<file path="src/rtl/alu_share_ctrl_if.sv">
// Request, ALU and response signals shared between the two requesters,
// the response consumer, the shared ALU and the sharing controller.
interface alu_share_ctrl_if #(
    parameter int unsigned WIDTH = 32,
    parameter int unsigned OPW   = 3
) ();

    logic             req0;
    logic [OPW-1:0]   op0;
    logic [WIDTH-1:0] a0;
    logic [WIDTH-1:0] b0;
    logic             req1;
    logic [OPW-1:0]   op1;
    logic [WIDTH-1:0] a1;
    logic [WIDTH-1:0] b1;
    logic             gnt0;
    logic             gnt1;
    logic [OPW-1:0]   alu_op;
    logic [WIDTH-1:0] alu_a;
    logic [WIDTH-1:0] alu_b;
    logic [WIDTH-1:0] alu_result;
    logic             rsp_valid;
    logic [WIDTH-1:0] rsp_data;
    logic             rsp_id;
    logic             rsp_ready;
    logic             busy;

    // Controller view
    modport slave (
        input  req0, op0, a0, b0, req1, op1, a1, b1, alu_result, rsp_ready,
        output gnt0, gnt1, alu_op, alu_a, alu_b, rsp_valid, rsp_data, rsp_id, busy
    );

    // Requesters, ALU and consumer view
    modport master (
        output req0, op0, a0, b0, req1, op1, a1, b1, alu_result, rsp_ready,
        input  gnt0, gnt1, alu_op, alu_a, alu_b, rsp_valid, rsp_data, rsp_id, busy
    );

endinterface

</file>
<file path="src/rtl/alu_share_ctrl.sv">
// Shares one combinational ALU between two requesters. Round-robin grant in
// IDLE, one EXEC cycle with registered ALU inputs, then the captured result is
// held in RESP until the consumer takes it.
module alu_share_ctrl #(
    parameter int unsigned WIDTH = 32,
    parameter int unsigned OPW   = 3
) (
    input logic             clock,
    input logic             reset,
    alu_share_ctrl_if.slave bus_io
);

    typedef enum logic [1:0] {StIdle, StExec, StResp} state_e;

    state_e           state_q, state_d;
    logic             last_gnt_q, last_gnt_d;
    logic             owner_q, owner_d;
    logic [OPW-1:0]   alu_op_q, alu_op_d;
    logic [WIDTH-1:0] alu_a_q, alu_a_d;
    logic [WIDTH-1:0] alu_b_q, alu_b_d;
    logic             rsp_valid_q, rsp_valid_d;
    logic [WIDTH-1:0] rsp_data_q, rsp_data_d;
    logic             rsp_id_q, rsp_id_d;
    logic             gnt0, gnt1;

    // Grant decode and next-state logic
    always_comb begin
        state_d     = state_q;
        last_gnt_d  = last_gnt_q;
        owner_d     = owner_q;
        alu_op_d    = alu_op_q;
        alu_a_d     = alu_a_q;
        alu_b_d     = alu_b_q;
        rsp_valid_d = rsp_valid_q;
        rsp_data_d  = rsp_data_q;
        rsp_id_d    = rsp_id_q;
        gnt0        = 1'b0;
        gnt1        = 1'b0;

        unique case (state_q)
            StIdle: begin
                // On contention the requester that did not win last time goes first
                if (!reset) begin
                    gnt0 = bus_io.req0 && (!bus_io.req1 || last_gnt_q);
                    gnt1 = bus_io.req1 && !gnt0;
                end
                if (gnt0) begin
                    alu_op_d = bus_io.op0;
                    alu_a_d  = bus_io.a0;
                    alu_b_d  = bus_io.b0;
                    owner_d  = 1'b0;
                    state_d  = StExec;
                end else if (gnt1) begin
                    alu_op_d = bus_io.op1;
                    alu_a_d  = bus_io.a1;
                    alu_b_d  = bus_io.b1;
                    owner_d  = 1'b1;
                    state_d  = StExec;
                end
            end
            StExec: begin
                rsp_data_d  = bus_io.alu_result;
                rsp_id_d    = owner_q;
                rsp_valid_d = 1'b1;
                state_d     = StResp;
            end
            StResp: begin
                if (bus_io.rsp_ready) begin
                    rsp_valid_d = 1'b0;
                    last_gnt_d  = owner_q;
                    state_d     = StIdle;
                end
            end
            default: state_d = StIdle;
        endcase
    end

    // State and datapath registers; reset abandons any operation in flight
    always_ff @(posedge clock) begin
        if (reset) begin
            state_q     <= StIdle;
            last_gnt_q  <= 1'b1;
            owner_q     <= 1'b0;
            alu_op_q    <= '0;
            alu_a_q     <= '0;
            alu_b_q     <= '0;
            rsp_valid_q <= 1'b0;
            rsp_data_q  <= '0;
            rsp_id_q    <= 1'b0;
        end else begin
            state_q     <= state_d;
            last_gnt_q  <= last_gnt_d;
            owner_q     <= owner_d;
            alu_op_q    <= alu_op_d;
            alu_a_q     <= alu_a_d;
            alu_b_q     <= alu_b_d;
            rsp_valid_q <= rsp_valid_d;
            rsp_data_q  <= rsp_data_d;
            rsp_id_q    <= rsp_id_d;
        end
    end

    assign bus_io.gnt0      = gnt0;
    assign bus_io.gnt1      = gnt1;
    assign bus_io.alu_op    = alu_op_q;
    assign bus_io.alu_a     = alu_a_q;
    assign bus_io.alu_b     = alu_b_q;
    assign bus_io.rsp_valid = rsp_valid_q;
    assign bus_io.rsp_data  = rsp_data_q;
    assign bus_io.rsp_id    = rsp_id_q;
    assign bus_io.busy      = (state_q != StIdle);

endmodule

</file>
<file path="src/flat_wrapper.sv">
// flat-port wrapper written by rule: the top's interface ports become plain ports
module alu_share_ctrl_flat 
#(
    parameter int unsigned WIDTH = 32,
    parameter int unsigned OPW   = 3
)
  (clock, reset, bus_io_req0, bus_io_op0, bus_io_a0, bus_io_b0, bus_io_req1, bus_io_op1, bus_io_a1, bus_io_b1, bus_io_alu_result, bus_io_rsp_ready, bus_io_gnt0, bus_io_gnt1, bus_io_alu_op, bus_io_alu_a, bus_io_alu_b, bus_io_rsp_valid, bus_io_rsp_data, bus_io_rsp_id, bus_io_busy);
  alu_share_ctrl_if #(.WIDTH(WIDTH), .OPW(OPW)) bus_io_i ();
  input logic clock;
  input logic reset;
  input wire logic [$bits(bus_io_i.req0)-1:0] bus_io_req0;
  input wire logic [$bits(bus_io_i.op0)-1:0] bus_io_op0;
  input wire logic [$bits(bus_io_i.a0)-1:0] bus_io_a0;
  input wire logic [$bits(bus_io_i.b0)-1:0] bus_io_b0;
  input wire logic [$bits(bus_io_i.req1)-1:0] bus_io_req1;
  input wire logic [$bits(bus_io_i.op1)-1:0] bus_io_op1;
  input wire logic [$bits(bus_io_i.a1)-1:0] bus_io_a1;
  input wire logic [$bits(bus_io_i.b1)-1:0] bus_io_b1;
  input wire logic [$bits(bus_io_i.alu_result)-1:0] bus_io_alu_result;
  input wire logic [$bits(bus_io_i.rsp_ready)-1:0] bus_io_rsp_ready;
  output wire logic [$bits(bus_io_i.gnt0)-1:0] bus_io_gnt0;
  output wire logic [$bits(bus_io_i.gnt1)-1:0] bus_io_gnt1;
  output wire logic [$bits(bus_io_i.alu_op)-1:0] bus_io_alu_op;
  output wire logic [$bits(bus_io_i.alu_a)-1:0] bus_io_alu_a;
  output wire logic [$bits(bus_io_i.alu_b)-1:0] bus_io_alu_b;
  output wire logic [$bits(bus_io_i.rsp_valid)-1:0] bus_io_rsp_valid;
  output wire logic [$bits(bus_io_i.rsp_data)-1:0] bus_io_rsp_data;
  output wire logic [$bits(bus_io_i.rsp_id)-1:0] bus_io_rsp_id;
  output wire logic [$bits(bus_io_i.busy)-1:0] bus_io_busy;
  assign bus_io_i.req0 = bus_io_req0;
  assign bus_io_i.op0 = bus_io_op0;
  assign bus_io_i.a0 = bus_io_a0;
  assign bus_io_i.b0 = bus_io_b0;
  assign bus_io_i.req1 = bus_io_req1;
  assign bus_io_i.op1 = bus_io_op1;
  assign bus_io_i.a1 = bus_io_a1;
  assign bus_io_i.b1 = bus_io_b1;
  assign bus_io_i.alu_result = bus_io_alu_result;
  assign bus_io_i.rsp_ready = bus_io_rsp_ready;
  assign bus_io_gnt0 = bus_io_i.gnt0;
  assign bus_io_gnt1 = bus_io_i.gnt1;
  assign bus_io_alu_op = bus_io_i.alu_op;
  assign bus_io_alu_a = bus_io_i.alu_a;
  assign bus_io_alu_b = bus_io_i.alu_b;
  assign bus_io_rsp_valid = bus_io_i.rsp_valid;
  assign bus_io_rsp_data = bus_io_i.rsp_data;
  assign bus_io_rsp_id = bus_io_i.rsp_id;
  assign bus_io_busy = bus_io_i.busy;
  alu_share_ctrl #(.WIDTH(WIDTH), .OPW(OPW)) u_core (.clock(clock), .reset(reset), .bus_io(bus_io_i));
endmodule
</file>
<file path="config.mk">
export PLATFORM = sky130hd
export DESIGN_NAME = alu_share_ctrl_flat
export DESIGN_NICKNAME = d
export VERILOG_FILES = /design/src/rtl/alu_share_ctrl_if.sv /design/src/rtl/alu_share_ctrl.sv /design/src/flat_wrapper.sv
export SDC_FILE = /design/constraint.sdc
export NUM_CORES = 1
export LEC_CHECK = 0
export ABC_AREA = 1
export BUFFER_PORTS_ARGS = -buffer_cell sky130_fd_sc_hd__buf_2
export CAP_MARGIN = 25
export CORE_ASPECT_RATIO = 1.2
export CORE_MARGIN = 4
export CORE_UTILIZATION = 30
export CTS_BUF_LIST = sky130_fd_sc_hd__clkbuf_16
export DETAILED_ROUTE_END_ITERATION = 10
export PLACE_DENSITY = 0.55
export SYNTH_ARGS = -nofsm -noshare
export SYNTH_HDL_FRONTEND = slang
export SYNTH_SLANG_ARGS = --single-unit
</file>
<file path="constraint.sdc">
create_clock -name clock -period 1.6 [get_ports clock]
set_input_delay 0.08 -clock clock [delete_from_list [all_inputs] [get_ports clock]]
set_output_delay 0.08 -clock clock [all_outputs]
set_load 0.01 [all_outputs]
</file>
==> impl_metrics.yaml, run 1 <==
setup_path:
  arrival_ns: 1.37
  worstPathRequired_ns: 1.52
  crit_top_cell: "inv_1"
  crit_path_max_incr_delay_ns: 0.34
  crit_start: "u_core.state_q[0]"
  startpoint_type: "register"
  crit_path_end_kind: "primary output"
  r2r-start: "u_core.state_q[0]"
  crit_fanout: 15
  crit_type: "register to primary output"
  slowest_stage: "dfxtp_2"
  path_cells: "inv_1 > nand2_2 > nor2_4 > nand2_4 > buf_12 > inv_1 > buf_2"
placement:
  gp_congestion: 0.7876
  hpwl_um: 12520
  io_buffer_count: 274
  dp_slack_ns: 0.2006
layout:
  final_cell_mix: "buf_2, nand2_1, nor2_1"
  drive_above_1_share: 0.2857
  synthToLayoutAreaGrowth_pct: 41.78
  layout_commonest_cell: "buf_2"
  final_util: 0.4381
  nFillCells: 1871
  final_nets: 1280
timing:
  min_period_ns: 1.449
  finClkSkew_ns: 0.007155
  tightest_slew_ns: 0.5151
  fin_crit_sh: 0.9057
  setup_viol: 0
  whs_ns: 0.01789
  rsz0062_at_grt: "false"
  drv_slew: 0
  relSlewSlack: 0.6566
  tns_ns: 0
  hold_viol_final: 0
  fmax_mhz: 690.1
  worst_slack_ns: 0.1509
synthesis:
  synth_seq_area_share: 0.3990
  ys_types: 20
  synthesis.area_um2: 5268
  avgSynthCellArea_um2: 6.271
  syn_nets: 1011
  ys_ff_latch: 105
  synth_cells: 840
  ys_warn_count: 0
clocking:
  h-tree-depth: 3
  cts_root_buffer: "clkbuf_16"
  clkLatencyLatePin_ns: 0.34
  cts_made_buffers: 9
  cts_tree: "done"
  clk_pin_slew_ns: 0.07
  clockBufferDepth: 2
  clkSinkCount: 105
detailed_routing:
  routedWlPerCell_um: 13.70
  totalWireLength_um: 18220
  drtIter0Drc: 257
  antenna_left: 0
  via_per_inst: 4.586
  vias: 6099
  drc: 0
  first_pass_iters: 4
grt:
  grt_pass1_vias: 5719
  grt.total_usage: 0.1803
  grt_pass1_wl_um: 28960
  antenna_found_initial: 1
  grt_max_degree: 74
  grt.overflow.total: 0
hold_path:
  hold_class: "input pin to register"
  worstHoldStart: "bus_io_alu_result[18]"
floorplanning:
  core_area_um2: 17050
  start_util: 0.3090
  io_pins: 275
  core.rowCount: 52
  fp.dieW_um: 129.0
  dieArea_um2: 19750
  die_h_um: 153.2
job:
  cap_violations: 0
pwr:
  p_leak_uw: 0.004245
  vdd_drop_max_mv: 0.5200
  powerDensity_nw_per_um2: 940.1
run_status:
  status: "complete, no violations"
[flip-flops by register name (all words and copies together), names as in the netlist]
register                 count
u_core.bus_io.rsp_valid      1
u_core.owner_q               1
u_core.bus_io.alu_b         32
u_core.bus_io.alu_a         32
u_core.bus_io.rsp_data      32
u_core.bus_io.rsp_id         1
u_core.last_gnt_q            1
u_core.state_q               2
u_core.bus_io.alu_op         3
[repair_timing]
action,CTS,global route
buffers inserted,1,2
endpoints found under the setup margin,2,1
hold buffers,30,0
hold endpoints to repair,30,0
resized for setup,2,4
gates cloned,1,0
pin swaps,1,2
[cells in the mapped netlist (all sizes together)]
cell    instances  area share
nand2         213        0.15
dfxtp         105        0.40
clkinv          1     0.00071
o21ai          34       0.032
a21oi           3      0.0028
clkbuf         34       0.024
nand3          70       0.067
nor2          200        0.14
nand4          68       0.082
inv            77       0.055
buf            34       0.039
o211ai          1      0.0014
[cell families (layout without fill, tap and decap cells)]
kind of cell / Yosys count / count (layout) / share of synthesized area
simple gates: 551 / 551 / 0.4456
buf+inv: 146 / 419 / 0.1188
flops: 105 / 105 / 0.3991
compound gates: 38 / 38 / 0.03658
other cells: 0 / 1 / 0
[where the power goes]
part	switching, µW	internal (µW)
sequential	142	2920
clock	945	1030
combinational	1140	851
total	2230	4800
[critical path, delay by kind of cell (launching register included)]
kind	cells	cell delay (ns)
buf+inv	4	0.40
flops	1	0.34
simple gates	3	0.29
[layer usage]
| metal | global-route usage | wire length (µm) | vias up |
|---|---|---|---|
| li1 | - | - | 3180 |
| met1 | 0.2154 | 7392 | 2706 |
| met2 | 0.3127 | 9194 | 193 |
| met3 | 0.04538 | 1307 | 20 |
| met4 | 0.05903 | 325 | 0 |
| met5 | 0 | 0 | - |
[per-stage QoR]
| stage | std cells | instance area, µm² | total power (µW) |
|---|---|---|---|
| global route | 1330 | 7468 | 7544 |
| detailed placement | 1280 | 6835 | 5046 |
| finish | 1330 | 7468 | 7021 |
| CTS | 1327 | 7437 | 7138 |
| floorplan | 840 | 5268 | 4250 |
| global placement | 1280 | 6835 | 5036 |
[final timing paths]
kind,slack (ns),cells past startpoint,end
min,0.02,3,u_core.bus_io.rsp_data[18]
min reg2reg,0.46,2,u_core.bus_io.rsp_valid
max reg2reg,0.19,9,u_core.bus_io.alu_b[30]
max,0.15,7,bus_io_gnt1
[final cells by class]
cell class	instances	area, µm²	share of cell area
Timing Repair Buffer	326	1974	0.2644
Sequential cell	105	2103	0.2816
Clock buffer	9	225.2	0.03016
Clock inverter	6	28.78	0.003853
Multi-Input combinational cell	589	2569	0.3439
Antenna cell	1	2.502	0.0003351
Inverter	78	295.3	0.03954
Tap cell	216	270.3	0.03619
Power figures use the tool's default switching activity.
==> inputs of run 2 (changes only) <==
--- a/config.mk
+++ b/config.mk
@@ -6,7 +6,7 @@
 export NUM_CORES = 1
 export LEC_CHECK = 0
 export ABC_AREA = 1
-export BUFFER_PORTS_ARGS = -buffer_cell sky130_fd_sc_hd__buf_2
+export BUFFER_PORTS_ARGS = -buffer_cell sky130_fd_sc_hd__buf_4
 export CAP_MARGIN = 25
 export CORE_ASPECT_RATIO = 1.2
 export CORE_MARGIN = 4
==> constraint.sdc (replaced) <==
create_clock -name clock -period 1.6 [get_ports clock]
set_input_delay 0.08 -clock clock [delete_from_list [all_inputs] [get_ports clock]]
set_output_delay 0.08 -clock clock [all_outputs]
set_load 0.02 [all_outputs]
==> impl_metrics.yaml, run 2 (synthesis results as in run 1) <==
pwr:
  p_leak_uw: 0.004418
  p_sw_uw: 2504
  powerDensity_nw_per_um2: 929.0
  clockPowerShare: 0.262
  vdd_drop_max_mv: 0.4474
  switching_share: 0.3295
  power_frac_seq: 0.405
  p_int_uw: 5095
  pwr-share-comb: 0.333
placement:
  io_buffer_count: 274
  hpwl_um: 12930
  place_area_um2: 7571
  gp_congestion: 0.7563
setup_path:
  crit_path_end_kind: "primary output"
  worstPathRequired_ns: 1.52
  startpoint_type: "register"
  critical-path-top-delay-family: "flip-flops"
  path_cells: "inv_2 > nand2_1 > nor2_2 > nand2_4 > buf_12 > inv_1 > buf_4"
  ff2ff_setup_slack_ns: 0.16
  crit_type: "register to primary output"
  r2r-end: "u_core.bus_io.alu_b[28]"
  reg2reg_depth: 9
  arrival_ns: 1.43
  crit_path_max_incr_delay_ns: 0.43
  slowest_stage: "dfxtp_1"
  cp.buffers_inverters: 4
  r2r-start: "u_core.state_q[1]"
  crit_fanout: 15
floorplanning:
  dieArea_um2: 19750
  die_h_um: 153.2
  io_pins: 275
  core_area_um2: 17050
  fp.dieW_um: 129.0
  core.rowCount: 52
  start_util: 0.3090
clocking:
  cts_made_buffers: 9
  clockBufferDepth: 2
  clk_pin_slew_ns: 0.07
  h-tree-depth: 3
  clkLatencyLatePin_ns: 0.34
  cts_tree: "done"
  clkSinkCount: 105
  cts_root_buffer: "clkbuf_16"
layout:
  final_cell_mix: "buf_4, nand2_1, nor2_1"
  layout_commonest_cell: "buf_4"
  finalInstanceArea_um2: 8179
  synthToLayoutAreaGrowth_pct: 55.27
  final_nets: 1278
  diodes: 0
  drive_above_1_share: 0.2856
detailed_routing:
  drc: 0
  antenna_left: 0
  first_pass_iters: 4
  vias: 6092
  via_per_inst: 4.594
  routedWlPerCell_um: 14.37
  drtIter0Drc: 308
  totalWireLength_um: 19050
timing:
  fmax_mhz: 660.5
  relSlewSlack: 0.7704
  setup_viol: 0
  min_period_ns: 1.514
  tightest_slew_ns: 0.3444
  drv_slew: 0
  hold_viol_final: 0
  fin_crit_sh: 0.9462
  tns_ns: 0
  finClkSkew_ns: 0.006490
  rsz0062_at_grt: "false"
grt:
  grt_pass1_wl_um: 30310
  antenna_found_initial: 0
  grt.overflow.total: 0
  grt_pass1_vias: 6035
  grt_max_degree: 74
  grt.total_usage: 0.1880
hold_path:
  whs_path_depth: 3
  hold_class: "input pin to register"
  worstHoldStart: "bus_io_alu_result[18]"
  hold_path_end: "u_core.bus_io.rsp_data[18]"
run_status:
  status: "complete, no violations"
job:
  cap_violations: 0
## run 2: timing repair
item                                    4_1_cts  5_1_grt
hold buffers                                 29        0
pin swaps                                     0        1
endpoints found under the setup margin        1        2
gates resized for setup                       2        3
buffers inserted                              0        2
cloned                                        1        0
hold endpoints to repair                     29        0
## run 2: stage by stage
| stage | setup WS (ns) | utilization | hold slack [ns] | total power [µW] | std cells |
|---|---|---|---|---|---|
| final | 0.08606 | 0.4798 | 0.02088 | 7598 | 1326 |
| after global routing | 0.007125 | 0.4798 | 0.04017 | 8078 | 1326 |
| after CTS | 0.008677 | 0.4784 | 0.002287 | 7714 | 1324 |
| after detailed placement | 0.2339 | 0.4441 | 0.2689 | 5614 | 1280 |
| after global placement | 0.2232 | 0.4441 | 0.2706 | 5594 | 1280 |
| after floorplan | 0.2385 | - | 0.1491 | 4477 | 840 |
## run 2: power by group through the flow
stage          logic [µW]  clock network (µW)  registers [µW]
2_1_floorplan         994                   0            3480
6_report             2530                1990            3080
5_1_grt              2810                2150            3120
4_1_cts              2560                2080            3080
3_5_place_dp         2480                   0            3140
3_3_place_gp         2480                   0            3120
## run 2: worst max path at each step
stage	startpoint	to	slack (ns)	depth (start not counted)
floorplan	u_core.state_q[0]	u_core.bus_io.alu_b[13]	0.24	8
global placement	u_core.last_gnt_q	u_core.bus_io.alu_b[15]	0.22	8
detailed placement	u_core.last_gnt_q	u_core.bus_io.alu_b[30]	0.23	8
CTS	u_core.state_q[0]	bus_io_gnt1	0.009	7
global route	u_core.state_q[1]	bus_io_gnt1	0.007	7
finish	u_core.state_q[1]	bus_io_gnt1	0.09	7
## run 2: cell type report
cell class | count | area (µm²)
sequential | 105 | 2103
fill | 1783 | 8867
clock buffer | 9 | 225.2
tap | 216 | 270.3
inverter | 78 | 295.3
multi-input combinational | 589 | 2566
clock inverter | 5 | 26.28
timing repair buffer | 324 | 2693
## run 2: layer usage
| layer | vias to the layer above | global-route usage | wire [µm] |
|---|---|---|---|
| met2 | 195 | 0.3377 | 9680 |
| met3 | 19 | 0.04817 | 1464 |
| li1 | 3166 | - | - |
| met4 | 0 | 0.05953 | 362 |
| met1 | 2712 | 0.2148 | 7547 |
| met5 | - | 0 | 0 |
## run 2: worst min-delay path, stage by stage
cell	delay, ns
buf_4	0.09
o21ai_0	0.08
nor2_1	0.08
